## config.mk

```make
export PLATFORM = sky130hd
export DESIGN_NAME = cross_switch_n
export DESIGN_NICKNAME = d
export VERILOG_FILES = /design/src/rtl/cross_switch_n.sv
export SDC_FILE = /design/constraint.sdc
export NUM_CORES = 1
export LEC_CHECK = 0
export ABC_AREA = 1
export CAP_MARGIN = 15
export CORE_AREA = 4 4 114 116
export DETAILED_ROUTE_END_ITERATION = 12
export DIE_AREA = 0 0 118 120
export GPL_ROUTABILITY_DRIVEN = 0
export PLACE_DENSITY = 0.76
export SLEW_MARGIN = 20
export SYNTH_ARGS = -nofsm -noshare
export SYNTH_HDL_FRONTEND = slang
export SYNTH_SLANG_ARGS = --single-unit
```

## constraint.sdc

```tcl
create_clock -name clk -period 1.34 [get_ports clk]
set_input_delay 0.201 -clock clk [delete_from_list [all_inputs] [get_ports clk]]
set_output_delay 0.201 -clock clk [all_outputs]
set_load 0.005 [all_outputs]
```

## src/rtl/cross_switch_n.sv

```systemverilog
`default_nettype none
// ============================================================================
// Module   : cross_switch_n
// Purpose  : N-lane registered crossbar. Each output lane picks its source
//            lane through a runtime-loadable select register. The block has
//            one valid/ready output stage and a delivered-beat counter.
// Revision : 1.0 - initial release
// ============================================================================
module cross_switch_n #(
  parameter  int WIDTH = 16,
  parameter  int NCH   = 4,
  localparam int SELW  = (NCH > 1) ? $clog2(NCH) : 1
) (
  input  logic                  clk,
  input  logic                  rst_n,
  input  logic                  cfg_we,
  input  logic [NCH*SELW-1:0]   cfg_sel,
  output logic                  cfg_err,
  input  logic                  in_valid,
  output logic                  in_ready,
  input  logic [NCH*WIDTH-1:0]  din,
  output logic                  out_valid,
  input  logic                  out_ready,
  output logic [NCH*WIDTH-1:0]  dout,
  input  logic                  cnt_clr,
  output logic [15:0]           beat_cnt
);

  // One extra bit so the lane count itself is representable for the range check.
  localparam logic [SELW:0] c_nch = (SELW + 1)'(NCH);

  logic [SELW-1:0]      act_sel_q [NCH];
  logic [SELW-1:0]      act_sel_d [NCH];
  logic                 cfg_err_q, cfg_err_d;
  logic                 out_valid_q, out_valid_d;
  logic [NCH*WIDTH-1:0] dout_q, dout_d;
  logic [15:0]          beat_cnt_q, beat_cnt_d;

  logic [NCH-1:0]       w_sel_bad;
  logic [NCH*WIDTH-1:0] w_routed;
  logic                 w_accept;
  logic                 w_take;

  assign in_ready  = !out_valid_q || out_ready;
  assign w_accept  = in_valid && in_ready;
  assign w_take    = out_valid_q && out_ready;

  generate
    for (genvar j = 0; j < NCH; j++) begin : g_lane
      logic [WIDTH-1:0] lane_mux;

      assign w_sel_bad[j] = {1'b0, cfg_sel[j*SELW +: SELW]} >= c_nch;

      // Indices with no matching lane fall through to zero.
      always_comb begin
        lane_mux = '0;
        for (int i = 0; i < NCH; i++) begin
          if (act_sel_q[j] == SELW'(i)) begin
            lane_mux = din[i*WIDTH +: WIDTH];
          end
        end
      end

      assign w_routed[j*WIDTH +: WIDTH] = lane_mux;
    end
  endgenerate

  always_comb begin
    for (int j = 0; j < NCH; j++) begin
      act_sel_d[j] = cfg_we ? cfg_sel[j*SELW +: SELW] : act_sel_q[j];
    end
  end

  always_comb begin
    cfg_err_d = cfg_err_q || (cfg_we && (|w_sel_bad));
  end

  // Routing uses the pre-edge selects, so a beat accepted alongside a config
  // write still follows the old routing.
  always_comb begin
    out_valid_d = out_valid_q;
    dout_d      = dout_q;
    if (w_accept) begin
      out_valid_d = 1'b1;
      dout_d      = w_routed;
    end else if (w_take) begin
      out_valid_d = 1'b0;
    end
  end

  always_comb begin
    beat_cnt_d = beat_cnt_q;
    if (cnt_clr) begin
      beat_cnt_d = '0;
    end else if (w_take) begin
      beat_cnt_d = beat_cnt_q + 16'd1;
    end
  end

  always_ff @(posedge clk or negedge rst_n) begin
    if (!rst_n) begin
      for (int j = 0; j < NCH; j++) begin
        act_sel_q[j] <= SELW'(j);
      end
      cfg_err_q   <= 1'b0;
      out_valid_q <= 1'b0;
      dout_q      <= '0;
      beat_cnt_q  <= '0;
    end else begin
      for (int j = 0; j < NCH; j++) begin
        act_sel_q[j] <= act_sel_d[j];
      end
      cfg_err_q   <= cfg_err_d;
      out_valid_q <= out_valid_d;
      dout_q      <= dout_d;
      beat_cnt_q  <= beat_cnt_d;
    end
  end

  assign cfg_err   = cfg_err_q;
  assign out_valid = out_valid_q;
  assign dout      = dout_q;
  assign beat_cnt  = beat_cnt_q;

endmodule
`default_nettype wire

```

After elaboration in Yosys (flattened, before gate mapping). Cells that the tools add are included.

Register bits: 89. Word-level logic and storage cells: 50.

Add/sub/neg operators: 1. Equality and inequality tests: 12. Muxes and demuxes: 20. Reductions and logical operators: 10.

Operators by type and width (number): $mux 16 (18); $add 16x1->16 const B (1); $eq 2x2->1 const B (8); $eq 2x1->1 const B (4); $logic_not 2->1 (4); $reduce_bool 2->1 (2); $logic_and 1x1->1 (2); $mux 1 (2); $logic_not 1->1 (1); $logic_or 1x1->1 (1).

Logic depth before layout (Yosys ltp). Gate-level depths: netlist of run 1.

Depth after elaboration: 5. Depth in mapped cells: 8. Depth with buffers taken out: 8.

Worst setup path after synthesis of run 1. No wires, ideal clock.

Path type: reg-to-reg. From: register beat_cnt_q[0] (netlist: beat_cnt[0]). To: register beat_cnt_q[8] (netlist: beat_cnt[8]). Setup time: 0.114 ns. Data arrival time: 1.129 ns. Setup slack: 0.097 ns. Cell stages (with the launch flop): 7. Cells stage by stage: dfrtp_1 ha_1 nand2_1 nor3_1 nand3b_1 nand2_1 nor2_1.

Word-level cells in the longest chain between the ends: 3.

RTL lines: from (decl) (line 37) `logic [15:0] beat_cnt_q, beat_cnt_d;`; from (signal assigned) (line 116) `beat_cnt_q <= beat_cnt_d;`; $add 16x1->16 (line 96) `beat_cnt_d = beat_cnt_q + 16'd1;`; $mux 16 (line 95) `end else if (w_take) begin`; $mux 16 (line 93) `if (cnt_clr) begin`.

Every way passes these cells. The select of a mux whose other input is x is not followed. A chain may end at the register's enable or synchronous reset.

Final worst setup path of run 1.
From: register out_valid_q (netlist: out_valid). To: register dout_q[62] (netlist: dout[62]).

Word-level cells in the longest chain between the ends: 3.

RTL lines: from (decl) (line 35) `logic out_valid_q, out_valid_d;`; from (signal assigned) (line 114) `out_valid_q <= out_valid_d;`; $logic_not 1->1 (line 44) `assign in_ready = !out_valid_q || out_ready;`; $logic_or 1x1->1 (line 44); $logic_and 1x1->1 (line 45) `assign w_accept = in_valid && in_ready;`; to (signal assigned) (line 115) `dout_q <= dout_d;`; to (decl) (line 36) `logic [NCH*WIDTH-1:0] dout_q, dout_d;`.

Every way passes these cells.

==> out/summary.txt, run 1 <==
status -> finished, violations left
violated checks -> negative setup slack
sequential cell area fraction in the yosys report -> 42.2%
Cell Area, Synth -> 5300 µm²
drt total wl -> 22,700 µm
Filler cells -> 826
Leak -> 4.42 nW
Routed WL per cell -> 18.5 µm
Die Height -> 120 µm
Power Dens Cells -> 1130 nW/µm²
Final Cell Area -> 9090 µm²
max-cap violations -> 0
area of the die -> 14,200 µm²
Initial Util -> 44.5%
Slew headroom -> 66.4%
Pre-antenna DRT Iters -> 8
Critical Path End -> dout[62]$_DFFE_PN0P_
Seq cells post-synth -> 89
mean area per synthesized cell -> 6.55 µm²
worst hold path class -> primary input to asynchronous set/reset pin
final setup fails -> 52
vias in the first global route -> 6,273
RSZ-0062 raised after global routing -> true
CP Max Fanout -> 8
Distinct cells, synth -> 23
clock group share of total power -> 32.9%
later-pin clock latency in the skew report -> 0.36 ns
DRC viols -> 0
total number of vias -> 6,885
setup slack, reg-to-reg -> -0.08 ns
fraction of registers with async set/reset -> 100%
WS Path Type -> flip-flop to flip-flop
initial antenna violation count -> 2
I/O pin cnt -> 161
Max rail drop VDD -> 1.14 mV
Tot Pwr -> 10.3 mW
final core occ -> 76.3%
# rows -> 40
internal power -> 7.12 mW
Layout Cells excl Fill -> 1,224
TritonCTS clock tree -> built
Worst Clk Skew -> 0.00950 ns
leading cell types by count after synthesis -> nand2_1, nor2_1, dfrtp_1, nand3_1, o21ai_0
Total Neg Setup Slack -> -1.59 ns
CTS Buffer Depth -> 2
Worst Path Required -> 1.59 ns
Pins Over Slew Limit -> 0
CTS H-tree depth -> 3
kind of start point of the critical path -> flip-flop
Sequential Power Share -> 33.4%
most common cell in the netlist -> nand2_1
largest net degree at the start of global routing -> 35
final worst-path cycle share -> 106%
drt via density -> 5.63
CP Capture Type -> flip-flop
Syn Nets -> 887
fmax -> 0.704 GHz
synth warn -> 0
Setup WS pre-CTS -> -0.299 ns
core area -> 11,900 µm²
number of flops mapped to enable cells by yosys -> 0
post-route ant nets -> 0
n_diodes -> 0
layout cells sized above 1 -> 26.5%
Gate power share -> 33.7%
Arr. time, crit path -> 1.67 ns
First DRT Iteration DRCs -> 797
final worst path period need -> 1.42 ns
root buffer cell -> clkbuf_16
CTS sink count -> 89
layout net count -> 1,151
Die X -> 118 µm
DP HPWL -> 13,300 µm
GRT Resource Usage Total -> 27.9%
Port Buf Inserts -> 159
switching share of power -> 31.0%
Worst-Margin Slew -> 0.503 ns
first-pass GRT wire length -> 31,500 µm
gate count of the mapped netlist -> 808
GRT overflow -> 0
area share of the leading cell type in the synthesized netlist -> 40.2%
CTS Buf Count -> 9
P_sw -> 3.20 mW
FF-to-FF End -> dout[62]$_DFFE_PN0P_
Reg-to-Reg Start -> out_valid$_DFFE_PN0P_
path depth of the worst reg2reg path -> 9
Inst Count DP -> 1,141
worst setup margin -> -0.0807 ns
Placed Instance Area -> 7410 µm²
Critical path origin -> out_valid$_DFFE_PN0P_
leading area contributor after synthesis -> dfrtp_1
Min Hold Slack -> 0.251 ns
Synth area leaders -> dfrtp_1, nand2_1, nor2_1
Synth Flop Type -> dfrtp_1
clock transition at the registers of the reported paths -> 0.07 ns
Fin. Hold Viols -> 0
Syn-to-layout area delta -> 71.7%
[per-layer routing]
metal	track usage, %	wire, µm	vias up
met3	8.11	2490	126
met1	34.6	8470	3200
met2	45.5	10600	480
met4	12.1	1060	0
met5	0	0	-
li1	-	-	3079
[final cells by class]
class	instances	area (µm²)	share of cell area, %
inverters	42	170	1.87
well taps	147	184	2.02
flip-flops and latches	89	2240	24.6
repair buffers	285	2880	31.7
clock inverters	5	150	1.65
multi-input cells	645	3230	35.5
clock buffers	11	243	2.67
[layout by cell type, fill, tap and decap left out, types with 3 or more instances in the layout]
cell             count
nand2_1            267
nor2_1             141
dfrtp_1             79
dlygate4sd2_1       79
clkdlybuf4s50_1     76
buf_4               75
nand3_1             59
inv_1               31
o21ai_2             31
nor2_4              25
buf_6               24
o21ai_1             21
o21ai_0             20
nor2_2              19
nand2_2             18
nand3_2             17
clkbuf_16           16
buf_12              14
inv_2               10
a21oi_1              9
nand2_4              6
dfrtp_2              6
bufinv_16            5
buf_8                5
dfstp_2              4
nor3_1               3
[cell families after synthesis]
kind of cell | synth area share (%)
simple gates | 43.2
flops | 42.2
compound gates | 7.89
buf+inv | 6.45
fa+ha+maj | 0.236
other cells | 0.0708
[state kept, by name, indices dropped and copies added, names as in the netlist]
register / count
act_sel_q: 8
beat_cnt: 16
dout: 64
out_valid: 1
[critical path, stage by stage, from the launching register on]
cell	delay, ns
dfrtp_1	0.39
buf_6	0.12
nand2_4	0.08
nand2_4	0.08
clkinv_8	0.07
buf_12	0.12
clkbuf_16	0.16
o21ai_1	0.09
nor2_1	0.12
nor2_1	0.06
[how the worst min path moves through the flow]
stage	cells past startpoint	to	from	slack, ns
final	2	dout[27]$_DFFE_PN0P_	rst_n	0.25
after global routing	2	dout[27]$_DFFE_PN0P_	rst_n	0.27
after CTS	2	beat_cnt[4]$_DFFE_PN0P_	rst_n	0.26
after detailed placement	1	dout[31]$_DFFE_PN0P_	rst_n	0.09
after global placement	1	dout[31]$_DFFE_PN0P_	rst_n	0.09
after floorplan	0	act_sel_q[2]$_DFFE_PN0P_	rst_n	-0.09
[repair_timing]
action | CTS | global route
endpoints found under the hold margin | 34 | 0
buffers inserted | 45 | 13
gates resized for setup | 145 | 178
endpoints found under the setup margin | 127 | 79
pin swaps | 17 | 67
hold buffers | 1 | 0
gates cloned | 1 | 8
[power groups by stage]
stage                     sequential, mW  clock, mW  combinational (mW)
after global routing                3.49       3.50                3.73
after detailed placement            3.45          0                2.84
after CTS                           3.38       3.39                2.90
after floorplan                     3.45          0                1.05
final                               3.45       3.39                3.48
after global placement              3.44          0                2.80
No activity file was read; power rests on OpenSTA's default activity.
==> inputs of run 2 (changes only) <==
Settings changed: CAP_MARGIN 15 to 20, CORE_AREA 4 4 114 116 to 2 2 112 114, DIE_AREA 0 0 118 120 to 0 0 114 116.
==> out/summary.txt, run 2 (same netlist as run 1, synthesis figures left out) <==
Worst Clk Skew -> 0.0161 ns (+0.00661 ns)
final setup fails -> 61 (+17%)
max FFs per register -> 64 (unchanged)
drt total wl -> 27,200 µm (+20%)
# rows -> 40 (unchanged)
later-pin clock latency in the skew report -> 0.37 ns (about the same)
final worst-path cycle share -> 124% (+18 points)
Fin. Hold Viols -> 0 (unchanged)
worst hold path class -> primary input to asynchronous set/reset pin
Die Height -> 116 µm (-3.3%)
I/O pin cnt -> 161 (unchanged)
max-cap violations -> 0 (unchanged)
Max rail drop VDD -> 0.610 mV (-46%)
vias in the first global route -> 6,959 (+11%)
Pre-antenna DRT Iters -> 8 (unchanged)
Initial Util -> 44.5% (unchanged)
register area -> 2240 µm² (about the same)
Filler cells -> 667 (-19%)
CTS H-tree depth -> 3 (unchanged)
WS Path Type -> flip-flop to flip-flop
CP Capture Type -> flip-flop
status -> finished, violations left
commonest cells after routing, fill and taps aside -> nand2_1, nor2_1, dfrtp_1, dlygate4sd2_1, clkdlybuf4s50_1
drt via density -> 6.13 (+9.0%)
final worst path period need -> 1.66 ns (+0.241 ns)
fmax -> 0.602 GHz (-14%)
Final Cell Area -> 9530 µm² (+4.8%)
worst setup margin -> -0.322 ns (-0.241 ns)
area of the die -> 13,200 µm² (-6.6%)
area of the multi-input gates -> 3570 µm² (+11%)
Worst Path Required -> 1.62 ns (+0.03 ns)
layout cells sized above 1 -> 33.0% (+6.6 points)
root buffer cell -> clkbuf_16
GRT Resource Usage Total -> 34.9% (+7.0 points)
violated checks -> negative setup slack
GRT overflow -> 0 (unchanged)
Leak -> 4.74 nW (+7.3%)
Syn-to-layout area delta -> 79.9%
RSZ-0062 raised after global routing -> true
core area -> 11,900 µm² (unchanged)
Setup WS pre-CTS -> -0.266 ns (+0.0328 ns)
First DRT Iteration DRCs -> 1,276 (+60%)
CTS Buf Count -> 9 (unchanged)
Routed WL per cell -> 22.1 µm (+20%)
post-route ant nets -> 0 (unchanged)
clock transition at the registers of the reported paths -> 0.07 ns (about the same)
kind of start point of the critical path -> flip-flop
TritonCTS clock tree -> built
initial antenna violation count -> 0 (-2)
Port Buf Inserts -> 159 (unchanged)
CTS sink count -> 89 (unchanged)
commonest non-fill, non-tap cell in the layout -> nand2_1
Placed Instance Area -> 7420 µm² (about the same)
first-pass GRT wire length -> 35,500 µm (+13%)
DRC viols -> 0 (unchanged)
Power Dens Cells -> 1090 nW/µm² (-3.7%)
total number of vias -> 7,528 (+9.3%)
n_diodes -> 0 (unchanged)
CTS Buffer Depth -> 2 (unchanged)
Pins Over Slew Limit -> 0 (unchanged)
Die X -> 114 µm (-3.4%)
CP Max Fanout -> 8 (unchanged)
layout net count -> 1,155 (+0.35%)
largest net degree at the start of global routing -> 45 (+29%)
final core occ -> 80.0% (+3.6 points)
DP HPWL -> 12,900 µm (-2.4%)
Arr. time, crit path -> 1.95 ns (+0.28 ns)
[run 2: changes by cell type in the layout (fill, tap and decap cells not counted), sizes merged]
cell / before / now
clkdlybuf4s50: 76 / 75
clkdlybuf4s15: 2 / 0
bufinv: 5 / 3
clkbuf: 19 / 16
dlymetal6s2s: 0 / 1
buf: 119 / 127
clkinv: 1 / 2
dlygate4sd2: 79 / 80
clkinvlp: 0 / 1
[run 2: path summary, 6_finish.rpt]
path	end	from	cells after the start	slack, ns
hold reg to reg	dout[10]$_DFFE_PN0P_	dout[10]$_DFFE_PN0P_	2	0.47
hold / removal	dout[8]$_DFFE_PN0P_	rst_n	2	0.31
min in group clk	beat_cnt[6]$_DFFE_PN0P_	out_ready	5	0.38
setup / recovery	dout[25]$_DFFE_PN0P_	act_sel_q[4]$_DFFE_PN1P_	7	-0.32
max in group asynchronous	act_sel_q[0]$_DFFE_PN1P_	rst_n	3	0.43
setup reg to reg	dout[25]$_DFFE_PN0P_	act_sel_q[4]$_DFFE_PN1P_	7	-0.32
[run 2: timing repair]
action / 4_1_cts / 5_1_grt
pin swaps: 58 / 92
cloned: 12 / 2
endpoints found under the setup margin: 136 / 80
resized for setup: 216 / 197
buffers inserted: 57 / 15
hold endpoints to repair: 20 / 0
hold buffers: 1 / 0
[run 2: cell type report]
type                            instances  share of cell area [%]
Multi-Input combinational cell        645                    37.5
Timing Repair Buffer                  289                    31.7
Sequential cell                        89                    23.5
Clock buffer                           11                    2.55
Tap cell                              147                    1.93
Inverter                               42                    1.81
Clock inverter                          5                    1.08
[run 2: metal layers]
metal | share of wire [%] | GRT usage, % | wire length, µm
met5 | 0 | 0 | 0
met4 | 8.9 | 19.9 | 2430
met3 | 14 | 9.47 | 3750
met2 | 44 | 55.4 | 12000
met1 | 33 | 43.3 | 8980
[run 2: power breakdown]
part	leakage (nW)	switching, mW	internal [mW]
clock	0.166	1.19	1.87
sequential	1.07	0.348	3.12
combinational	3.51	2.04	1.84
total	4.74	3.57	6.83
[run 2: stage by stage]
step           setup TNS, ns  cells  power, mW  hold slack (ns)
2_1_floorplan              0    808       4.50          -0.0946
3_5_place_dp          -14.81   1133       6.28            0.139
5_1_grt                -7.94   1228       10.7            0.346
3_3_place_gp          -13.02   1133       6.23            0.130
4_1_cts                -2.32   1216       9.60            0.324
6_report               -5.45   1228       10.4            0.307
[run 2: worst max-delay path, stage by stage (launching register included)]
cell     delay (ns)
dfstp_2        0.55
buf_6          0.11
buf_6          0.11
nand2_4        0.08
buf_12         0.17
o21ai_1        0.32
nor2_1         0.11
nor2_1         0.13
==> edit: new RTL, config.mk and constraints of run 2 <==
Change the parameter `WIDTH` from 16 to 12.
--- a/src/rtl/cross_switch_n.sv
+++ b/src/rtl/cross_switch_n.sv
@@ -7,7 +7,7 @@
 // Revision : 1.0 - initial release
 // ============================================================================
 module cross_switch_n #(
-  parameter  int WIDTH = 16,
+  parameter  int WIDTH = 12,
   parameter  int NCH   = 4,
   localparam int SELW  = (NCH > 1) ? $clog2(NCH) : 1
 ) (
Interface: changed (resized din and dout); port bits go from 161 to 129. No check against the original RTL was run, so the function may have changed too.
==> edit against run 2 <==
The run still ends with negative setup slack left; cell count down 19%; sequential cell count down 16; power down 30%; cell area down 27%; core utilization down 21 points; worst setup slack better by 0.23 ns; first-iteration DRC count down 61%; area after synthesis down 19%; largest power group is now sequential cells; sequential share of layout area up 2.7 points; routed wire length down 43%; non-clock buffer count down 70.
==> edit: results (changes against run 2) <==
- Failing checks: negative setup slack (unchanged)
- Fin Hold WS: 0.307 ns (about the same)
- Post-synthesis cell type count: 25 (was 23)
- Slowest Stage Delay on Critical Path: 0.59 ns (was 0.55 ns)
- Synth Area in Compound Gates: 0.0856 (was 0.0789)
- Crit Path Max Fanout: 6 (was 8)
- Pleak: 3.38 nW (was 4.74 nW)
- Post-detail-place hpwl: 10700 um (was 12900 um)
- Later-pin clock latency in the skew report: 0.34 ns (was 0.37 ns)
- Status: finished, violations left (unchanged)
- DRT Wirelength: 15500 um (was 27200 um)
- Vias in the first global route: 4614 (was 6959)
- Post-Syn Nets: 705 (was 887)
- First-pass GRT wire length: 22900 um (was 35500 um)
- Critical-path top delay cell: dfstp_2 (unchanged)
- GRT Total Usage: 0.221 (was 0.349)
- Dpl cell area: 0.00606 mm2 (was 0.00742 mm2)
- Synth Area in XOR/XNOR: 0.00204 (was 0)
- PortBufs: 127 (was 159)
- Synth top cells by count: nand2_1 (217), nor2_1 (142), dfrtp_1 (69), nand3_1 (58), o21ai_0 (42) (was nand2_1 (290), nor2_1 (173), dfrtp_1 (85), nand3_1 (77), o21ai_0 (63))
- Cells on worst reg2reg path: 6 (was 7)
- First DRT Iteration DRCs: 496 (was 1276)
- Leading cell types by total area after synthesis: dfrtp_1 (40%), nand2_1 (19%), nor2_1 (12%), nand3_1 (6.8%), o21ai_0 (4.9%) (was dfrtp_1 (40%), nand2_1 (21%), nor2_1 (12%), nand3_1 (7.3%), o21ai_0 (6.0%))
- Critical path data arrival time: 1.70 ns (was 1.95 ns)
- Htree depth: 3 (unchanged)
- Final setup fails: 6 (was 61)
- Sequential share of the synthesized area: 0.426 (was 0.422)
- Share of layout cells above drive strength 1: 0.227 (was 0.330)
- Largest net degree at the start of global routing: 38 (was 45)
- VDD IR max: 534 uV (was 610 uV)
- Worst r2r src: act_sel_q[0] (was act_sel_q[4])
- Via count: 5148 (was 7528)
- Fin nets: 908 (was 1155)
- Internal power: 5.01 mW (was 6.83 mW)
- R2R Path End: dout[40] (was dout[25])
- CTS root buf: clkbuf_16 (unchanged)
- Post-route setup slack: -0.0898 ns (was -0.322 ns)
- Clk_skew: 0.00653 ns (was 0.0161 ns)
- Adder-cell area share of the yosys netlist: 0.00291 (was 0.00236)
## edit: cell count changes after synthesis, sizes merged, moves of 7 or more
cell   change
nand3     -19
inv        -7
nand2     -70
nor2      -36
dfrtp     -16
o21ai     -15
## edit: area by class of cell
class / count / area [um2]
timing repair inverter: 1 / 8.76
multi-input combinational: 506 / 2470
timing repair buffer: 219 / 2090
clock buffer: 12 / 246
sequential: 73 / 1830
tap: 147 / 184
fill: 1064 / 4910
clock inverter: 3 / 17.5
inverter: 35 / 144
## edit: metrics by stage
step	worst slack, ns	std cells	utilization
after CTS	-0.00129	984	0.544
after global routing	-0.157	996	0.588
after detailed placement	-0.261	946	0.508
after global placement	-0.230	946	0.508
final	-0.0898	996	0.588
after floorplan	0.112	642	-
## edit: kinds of logic (layout without fill, tap and decap cells)
logic type	after synthesis	in the layout
buf+inv	63	270
other cells	1	1
xor+xnor	1	1
simple gates	432	432
fa+ha+maj	1	1
flops	73	73
compound gates	71	71
## edit: timing repair
item                                    4_1_cts  5_1_grt
hold endpoints to repair                     22        0
resized for setup                            89      113
hold buffers                                  1        0
buffers inserted                             22       10
endpoints found under the setup margin      111       58
pin swaps                                     2       31
cloned                                        0        4
## edit: routing by layer
layer  global-route usage  routed length (um)  part of all wire  vias up
li1                     -                   -                 -     2445
met1                0.283                6190              0.40     2367
met2                0.367                7460              0.48      279
met3               0.0434                1200             0.077       57
met4               0.0919                 612             0.040        0
met5                    0                   0                 0        -
## edit: worst max-delay path by stage
| stage | from | to | slack (ns) | cells past startpoint |
|---|---|---|---|---|
| floorplan | beat_cnt[0] | beat_cnt[14] | 0.11 | 8 |
| global placement | out_ready | in_ready | -0.23 | 4 |
| detailed placement | act_sel_q[2] | dout[34] | -0.26 | 5 |
| CTS | out_valid | dout[4] | -0.001 | 9 |
| global route | act_sel_q[0] | dout[40] | -0.16 | 6 |
| finish | act_sel_q[0] | dout[40] | -0.09 | 6 |
## edit: power by group through the flow
| stage | Combinational (mW) | Sequential (mW) | Clock (mW) |
|---|---|---|---|
| 6_report | 2.34 | 2.79 | 2.18 |
| 5_1_grt | 2.55 | 2.83 | 2.33 |
| 4_1_cts | 2.05 | 2.74 | 2.21 |
| 3_5_place_dp | 2.14 | 2.78 | 0 |
| 3_3_place_gp | 2.12 | 2.77 | 0 |
| 2_1_floorplan | 0.825 | 2.77 | 0 |
